--- src/rtl/periph_pkg.sv ---
// periph_pkg: shared register offsets and bit positions for the peripheral register windows
package periph_pkg;
  localparam logic [3:0] RXF_DATA = 4'h0;
  localparam logic [3:0] RXF_STATUS = 4'h2;
  localparam logic [3:0] RXF_LINES = 4'h4;
  localparam logic [3:0] RXF_CTRL = 4'h6;
  localparam int ST_NOT_EMPTY = 0;
  localparam int ST_FULL = 1;
  localparam int ST_OVERFLOW = 2;
  localparam int ST_COUNT = 8;
  localparam int CTRL_FLUSH = 0;
  localparam int CTRL_CLR_OVF = 1;
endpackage

--- src/rtl/sync_fifo_mem.sv ---
// sync_fifo_mem: 2^DEPTH_LOG2 x 8 storage, synchronous write (clk, we, waddr, wdata), asynchronous read (raddr -> rdata)
module sync_fifo_mem #(
  parameter int DEPTH_LOG2 = 4
) (
  input  logic                  clk,
  input  logic                  we,
  input  logic [DEPTH_LOG2-1:0] waddr,
  input  logic [7:0]            wdata,
  input  logic [DEPTH_LOG2-1:0] raddr,
  output logic [7:0]            rdata
);
  logic [7:0] mem [1<<DEPTH_LOG2];
  always_ff @(posedge clk)
    if (we) mem[waddr] <= wdata;
  assign rdata = mem[raddr];
endmodule

--- src/rtl/peripheral_rx_fifo.sv ---
// peripheral_rx_fifo: UART rx byte FIFO with J1 register window (rx_data/rx_avail in; cs/addr/rd/wr/d_in -> d_out; rx_irq), optional line counter via RXFIFO_LINE_CNT_EN
module peripheral_rx_fifo
  import periph_pkg::*;
#(
  parameter int DEPTH_LOG2 = 4
) (
  input  logic        clk,
  input  logic        rst,
  input  logic [7:0]  rx_data,
  input  logic        rx_avail,
  input  logic        cs,
  input  logic [3:0]  addr,
  input  logic        rd,
  input  logic        wr,
  input  logic [15:0] d_in,
  output logic [15:0] d_out,
  output logic        rx_irq
);
  localparam int CW = DEPTH_LOG2 + 1;
  localparam logic [CW-1:0] DEPTH = CW'(1 << DEPTH_LOG2);
  logic [DEPTH_LOG2-1:0] wr_ptr, rd_ptr;
  logic [CW-1:0] count, count_nx, lines;
  logic [7:0] head;
  logic overflow, not_empty, full, pop, push, drop, ctrl_wr, flush, clr_ovf, irq_nx, unused_bits;
  logic [15:0] status;
  assign not_empty = count != '0;
  assign full = count == DEPTH;
  assign pop = cs & rd & (addr == RXF_DATA) & not_empty;
  assign ctrl_wr = cs & wr & (addr == RXF_CTRL);
  assign flush = ctrl_wr & d_in[CTRL_FLUSH];
  assign clr_ovf = ctrl_wr & d_in[CTRL_CLR_OVF];
  assign push = rx_avail & (~full | pop) & ~flush;
  assign drop = rx_avail & full & ~pop & ~flush;
  assign count_nx = flush ? '0 : count + CW'(push) - CW'(pop);
  assign unused_bits = ^d_in[15:2];
  sync_fifo_mem #(.DEPTH_LOG2(DEPTH_LOG2)) u_mem (
    .clk  (clk),
    .we   (push),
    .waddr(wr_ptr),
    .wdata(rx_data),
    .raddr(rd_ptr),
    .rdata(head)
  );
`ifdef RXFIFO_LINE_CNT_EN
  logic [CW-1:0] lines_nx;
  assign lines_nx = flush ? '0 : lines + CW'(push & (rx_data == 8'h0A)) - CW'(pop & (head == 8'h0A));
  assign irq_nx = lines_nx != '0;
  always_ff @(posedge clk)
    if (rst) lines <= '0;
    else lines <= lines_nx;
`else
  assign lines = '0;
  assign irq_nx = count_nx != '0;
`endif
  always_ff @(posedge clk)
    if (rst) begin
      wr_ptr <= '0;
      rd_ptr <= '0;
      count <= '0;
      overflow <= 1'b0;
      rx_irq <= 1'b0;
    end else begin
      wr_ptr <= flush ? '0 : wr_ptr + DEPTH_LOG2'(push);
      rd_ptr <= flush ? '0 : rd_ptr + DEPTH_LOG2'(pop);
      count <= count_nx;
      overflow <= drop | (overflow & ~clr_ovf);
      rx_irq <= irq_nx;
    end
  always_comb begin
    status = (16'(count) << ST_COUNT) | (16'(overflow) << ST_OVERFLOW) | (16'(full) << ST_FULL) | (16'(not_empty) << ST_NOT_EMPTY);
    d_out = !cs ? 16'h0000 :
            addr == RXF_DATA ? (not_empty ? {8'h00, head} : 16'h0000) :
            addr == RXF_STATUS ? status :
            addr == RXF_LINES ? 16'(lines) : 16'h0000;
  end
endmodule
--- config.mk ---
export PLATFORM = sky130hd
export DESIGN_NAME = peripheral_rx_fifo
export DESIGN_NICKNAME = d
export VERILOG_FILES = /design/src/rtl/periph_pkg.sv /design/src/rtl/sync_fifo_mem.sv /design/src/rtl/peripheral_rx_fifo.sv
export SDC_FILE = /design/constraint.sdc
export NUM_CORES = 1
export LEC_CHECK = 0
export ABC_AREA = 1
export ABC_CLOCK_PERIOD_IN_PS = 3200
export CORE_UTILIZATION = 45
export DETAILED_ROUTE_END_ITERATION = 8
export PLACE_DENSITY = 0.67
export SYNTH_ARGS = -nofsm -noshare
export SYNTH_HDL_FRONTEND = slang
export SYNTH_SLANG_ARGS = --single-unit
--- constraint.sdc ---
create_clock -name clk -period 3.2 [get_ports clk]
set_input_delay 0.8 -clock clk [delete_from_list [all_inputs] [get_ports clk]]
set_output_delay 0.8 -clock clk [all_outputs]
set_load 0.005 [all_outputs]
# Word level (Yosys, flattened, before mapping)
# Memory sizes are Yosys's and may differ from the RTL's. A register that Yosys moved wholly into a read port is not among the register bits.
# Cells that the tools add are included.
# W data, S select, Z words.
[word_totals]
ff_bits = 15
mem_bits_rw = 128
output_inout_bits = 17
n_memories = 1
[classes]
addsub = 4
n_eq_ne = 3
mux = 8
n_bitwise = 22
n_reduce_logical = 4
[memory_table]
columns = ["name", "words", "word_bits", "read_ports", "rd_ports_with_merged_regs", "wr", "line_no", "source"]
rows = [
  ["u_mem.mem", 16, 8, 1, 1, 1, "sync_fifo_mem.sv:12", "logic [7:0] mem [1<<DEPTH_LOG2];"],
]
[ops]
columns = ["operator", "count"]
rows = [
  ["$mux W13", 3],
  ["$and A1 B1 Y1", 13],
  ["$or A13 B1 Y13", 1],
  ["$or A13 B2 Y13", 1],
  ["$or A13 B3 Y13", 1],
  ["$reduce_bool A5 Y1", 2],
  ["$add A4 B1 Y4", 2],
  ["$mux W8", 1],
  ["$add A5 B1 Y5", 1],
  ["$eq A5 B5 Y1 const B", 1],
  ["$mux W5", 1],
  ["$sub A5 B1 Y5", 1],
  ["$eq A4 B2 Y1 const B", 1],
  ["$eq A4 B3 Y1 const B", 1],
  ["$logic_not A4 Y1", 1],
  ["$mux W4", 1],
  ["$not A1 Y1", 4],
  ["$mux W1", 2],
  ["$or A1 B1 Y1", 2],
  ["$reduce_or A2 Y1", 1],
]

# Depth between registers and ports, before layout
[depth]
depth_word = 10
ltp_mapped = 21
mapped_depth_nobuf = 20

# Hierarchy
# From an unflattened synthesis, not the netlist that was laid out.
[hier_totals]
cells_unflattened = 686
area_unflattened_um2 = 6602.6
[modules_own_cells]
columns = ["mod", "n_inst", "cells_per_inst", "area_per_inst_um2"]
rows = [
  ["sync_fifo_mem", 1, 543, 5606.6],
  ["peripheral_rx_fifo", 1, 143, 996.0],
]

# Least setup slack after synthesis
# OpenSTA, ideal clock, no wires.
[synth_timing]
path_kind = "input-to-reg"
startpoint = "input port addr[3]"
endpoint = "register rx_irq"
arrival_ns = 3.050
slack_ns = 0.021
cell_stages = 17
path_cell_list = "nor2_2 -> nand2_2 -> nor2_4 -> nand3_4 -> inv_2 -> nand2_4 -> a21oi_4 -> inv_4 -> buf_12 -> ha_1 -> inv_1 -> ha_1 -> inv_1 -> fa_1 -> o21ai_0 -> xor2_1 -> o211ai_1"
[synth_via]
elab_chain_cells = 10
elab_cells_between_ends = 14
cone_classes = "2 x add/sub; 1 x eq/ne; 1 x mux; 8 x bitwise; 2 x reduce/logical"
[synth_rtl]
columns = ["item", "line_no", "source"]
rows = [
  ["start, declared", "peripheral_rx_fifo.sv:12", "input logic [3:0] addr,"],
  ["$logic_not A4 Y1", "peripheral_rx_fifo.sv:28", "assign pop = cs & rd & (addr == RXF_DATA) & not_empty;"],
  ["$and A1 B1 Y1 (2 in a row)", "peripheral_rx_fifo.sv:28", ""],
  ["$or A1 B1 Y1", "peripheral_rx_fifo.sv:32", "assign push = rx_avail & (~full | pop) & ~flush;"],
  ["$and A1 B1 Y1 (2 in a row)", "peripheral_rx_fifo.sv:32", ""],
  ["$add A5 B1 Y5", "peripheral_rx_fifo.sv:34", "assign count_nx = flush ? '0 : count + CW'(push) - CW'(pop);"],
  ["$sub A5 B1 Y5", "peripheral_rx_fifo.sv:34", ""],
  ["$mux W5 (*)", "peripheral_rx_fifo.sv:34", ""],
  ["$reduce_bool A5 Y1 (*)", "peripheral_rx_fifo.sv:53", "assign irq_nx = count_nx != '0;"],
  ["end signal, assigned", "peripheral_rx_fifo.sv:67", "rx_irq <= irq_nx;"],
  ["end, declared", "peripheral_rx_fifo.sv:17", "output logic rx_irq"],
]
# Mark *: on every way between the ends. The rest lies on a longest branch, timed or not.
# A chain may end at the register's enable or synchronous reset.

# Worst setup path in the final report
[layout_timing]
startpoint = "input port cs"
endpoint = "output port d_out[8]"
[layout_via]
elab_chain_cells = 1
[layout_rtl]
columns = ["item", "line_no", "source"]
rows = [
  ["start, declared", "peripheral_rx_fifo.sv:11", "input logic cs,"],
  ["$mux W13", "peripheral_rx_fifo.sv:71", "d_out = !cs ? 16'h0000 :"],
  ["end, declared", "peripheral_rx_fifo.sv:16", "output logic [15:0] d_out,"],
]
# Every way passes these cells.

==> flow_results.org <==
** Floorplanning
- The floorplan step set the die height to 120 um.
- Core region area :: approximately 0.013 mm2
- Row generation in the floorplan step produced 42 rows.
- In this run the horizontal extent of the chip is about 120 um.
- 51 I/O pins were placed.
- Starting density of the core :: 0.469
- The floorplan step defined a die boundary enclosing between 0.01 and 0.015 mm2.

** Power and ir drop
- Power per unit of standard cell area :: 586 mW/mm2
- Lkg Pwr :: around 3.1 nW
- Across the VDD grid, the largest voltage drop is ~0.34 mV.
- Total power for the finished layout comes to 4.51 mW.

** Min path
- The worst hold path begins at overflow.
- In this run the worst hold path is classified as register to register.
- Number of instances on the worst hold path :: 2

** Critical path
- The critical path starts at cs.
- In this run the register-to-register setup slack is 210 ps.
- By startpoint and endpoint, the worst setup path is classified as primary input to primary output.
- The worst setup path is captured at a primary output.
- STA puts the critical path data arrival time at roughly 2300 ps.
- The worst setup path is launched from a primary input.
- Source of the worst register-to-register timing path :: count[2]
- The cell that appears most often on the critical path is sky130_fd_sc_hd__clkdlybuf4s50_1.
- WP data required :: approximately 2400 ps
- Critical path's slowest cell :: sky130_fd_sc_hd__clkdlybuf4s50_1
- Traced cell by cell, the critical path runs through clkdlybuf4s50_1 > buf_4 > nand4_1 > nor2_1 > clkdlybuf4s50_1.
- In this design, the stage delay of the slowest critical-path cell is ~500 ps.
- Worst r2r path cells :: 18
- Largest fanout of any net on the critical path :: 5

** STA
- Final number of setup-violating endpoints :: 0
- Hold Fails Final Rpt :: 0
- For the final database, setup skew stands at around 9.0 ps.
- The final number of max-transition violations is 0.
- At the pin with the least slew margin, the transition time is 595 ps.
- Headroom to the max-slew limit came out at 0.602.
- Dividing the final minimum period by the clock period gives 0.979.
- Unrepaired setup endpoints after global routing :: no
- Minimum clock period :: about 3100 ps
- Highest Clock Rate :: ~320 MHz

** Clock network
- Cts hold-fix bufs :: 0
- Worst-skew pair later-pin latency :: around 420 ps
- Clk slew on worst S/H paths :: 60 ps
- CTS tree :: built
- Num CTS Buffers :: 17
- CTS root buffer :: sky130_fd_sc_hd__clkbuf_16
- Clock H-tree levels :: 4
- Maximum number of buffers from clock root to sink :: 2
- The clock net in this run drives a total of approximately 140 sinks.

** GRT
- Wire length of the first global-routing pass :: about 22 mm
- Number of global-route vias before repair :: ~4.3k
- Entering global routing, the biggest net connects 44 pins.
- For this run the aggregate overflow at the end of global routing stands at 0.
- Across every metal layer, demand over resource in global routing totals 0.207.
- Number of antenna violations at the first check in global routing :: 0

** Synthesis
- Counting every instance in the synthesized netlist gives between 500 and 600.
- Of the post-synthesis cell area, the dominant cell type holds 0.610.
- A synthesized cell averages ~11 um2.
- After synthesis, the share of flip-flops with an asynchronous set or reset is 0.
- Number of flops mapped to enable cells by yosys :: approximately 130
- Leading register cell type out of synthesis :: sky130_fd_sc_hd__edfxtp_1
- Sorting the synthesized cells by how often they occur yields sky130_fd_sc_hd__edfxtp_1 (128), sky130_fd_sc_hd__nand2_1 (103), sky130_fd_sc_hd__nor2_1 (100).
- The mapped netlist covers ~0.0063 mm2.
- Dominant cell type by area after synthesis :: sky130_fd_sc_hd__edfxtp_1
- Yosys instantiated no cell more often than sky130_fd_sc_hd__edfxtp_1.
- Of the synthesized area, sequential elements account for 0.657.
- Count of different cell masters after synthesis :: 30
- Dominant cells by area after synthesis :: sky130_fd_sc_hd__edfxtp_1 (61%), sky130_fd_sc_hd__nand2_1 (6.1%), sky130_fd_sc_hd__nor2_1 (6.0%)
- For this run, the number of Yosys warnings is 0.
- Flops & latches, synth :: ~140

** Cells and area
- Antenna Cells :: 0
- Net count reported at finish :: between 700 and 800
- # fillers :: around 1.1k
- Summing all flip-flop and latch instances after layout gives 0.00415 mm2.
- Compared with the post-synthesis result, the final layout area differs by 22.0%.
- Share of post-route cells with drive strength above 1 :: 0.147
- Once layout is complete, the utilization of the core stands at 0.572.
- Area used by multi-input combinational logic :: about 0.0018 mm2

** Routing
- Wire length on met3 :: between 600 and 700 um
- Top routing layer in use :: met4
- Dividing the detail-routed wire length by the instance count gives approximately 17 um.
- Via count :: approximately 4.4k
- After detailed routing, the met2 layer carries about 7 mm of wire.
- Number of DRC markers in iteration 0 :: 356
- In the final routing, the length of wire on met1 measures about 6.4 mm.
- Detailed-routing iteration count for the pre-antenna-repair pass :: 5
- DRC :: 0
- Wires add up to ~14 mm.
- Post-detailed-route via-to-cell ratio :: about 5.1
- Post-DRT Antenna Nets :: 0

** Placement
- In this run the tool buffered the top-level ports with 33 buffer cells.
- At the end of routability-driven placement, the weighted congestion stood at 0.789.
- Summed over all nets, the half-perimeter wirelength after detailed placement is ~9.0 mm.

** Run
- Maxcap violations :: 0

** Outcome
- The flow ran to the end, and the final reports show no timing, DRC or antenna violations.
-- sequential cells by signal, summed over array words and instances (netlist names) --
register,count
u_mem.mem,128
count,5
rd_ptr,4
wr_ptr,4
overflow,1
rx_irq,1
-- area by class of cell --
| class | instances | area share |
|---|---|---|
| Timing Repair Buffer | 78 | 0.0970 |
| Inverter | 62 | 0.0317 |
| Multi-Input combinational cell | 363 | 0.236 |
| Tap cell | 176 | 0.0286 |
| Clock buffer | 21 | 0.0573 |
| Clock inverter | 11 | 0.00960 |
| Sequential cell | 143 | 0.540 |
-- power by group --
part	internal (mW)	switching (mW)	leakage (nW)
logic	0.236	0.374	1.53
registers	2.12	0.0391	1.28
clock network	1.04	0.694	0.256
total	3.40	1.11	3.06
-- cells in the final DEF (no fill, tap or decap), drive strengths merged, types with 3 or more instances in the layout --
cell	netlist	layout
xnor2	4	4
o21ai	53	53
nand3	39	39
clkinv	0	10
buf	21	44
clkdlybuf4s50	0	19
a21oi	10	10
dlygate4sd2	0	5
edfxtp	128	128
nor2	111	111
o211ai	12	12
clkbuf	8	22
dlymetal6s2s	0	9
inv	62	61
nand2	105	105
xor2	3	3
conb	1	3
o22ai	10	10
ha	10	10
dfxtp	15	15
-- metrics by stage --
| stage | std cells | setup TNS (ps) | hold slack (ps) | instance area (um2) | worst slack (ps) |
|---|---|---|---|---|---|
| 3_3_place_gp | 816 | -1700 | 459 | 7010 | -349 |
| 2_1_floorplan | 597 | 0 | 434 | 6310 | 21.2 |
| 3_5_place_dp | 816 | -2410 | 464 | 7010 | -446 |
| 4_1_cts | 849 | -175 | 474 | 7570 | -99.4 |
| 6_report | 854 | 0 | 474 | 7690 | 68.1 |
| 5_1_grt | 854 | 0 | 499 | 7690 | 8.85 |
-- what timing repair did --
action / in CTS / in global routing
pin swaps: 2 / 10
hold endpoints to repair: 0 / 0
buffers inserted: 1 / 4
cloned: 0 / 1
setup endpoints to repair: 8 / 11
resized for setup: 16 / 26
-- path summary, 6_finish.rpt --
check	endpoint
max	d_out[8]
min	overflow
max reg2reg	rx_irq
min reg2reg	overflow
-- layer usage --
metal  GRT usage  vias up
met5           0        -
met4      0.0841        0
met3      0.0519       16
met2       0.333      119
met1       0.268     2102
li1            -     2139
-- worst max-delay path, delay by kind of cell --
| kind | cells | cell delay, ps |
|---|---|---|
| buffers and inverters | 3 | 1130 |
| AND/OR/NAND/NOR | 2 | 400 |
-- kinds of logic after synthesis --
kind of cell	count (synthesis)	synth area share
DFF	143	0.657
xor gates and xnor gates	7	0.00972
buffers and inverters	91	0.0621
AOI/OAI and AO/OA	85	0.0760
adders and majority gates	11	0.0230
other	1	0.000595
and+or+nand+nor	257	0.171
Power figures use the tool's default switching activity.
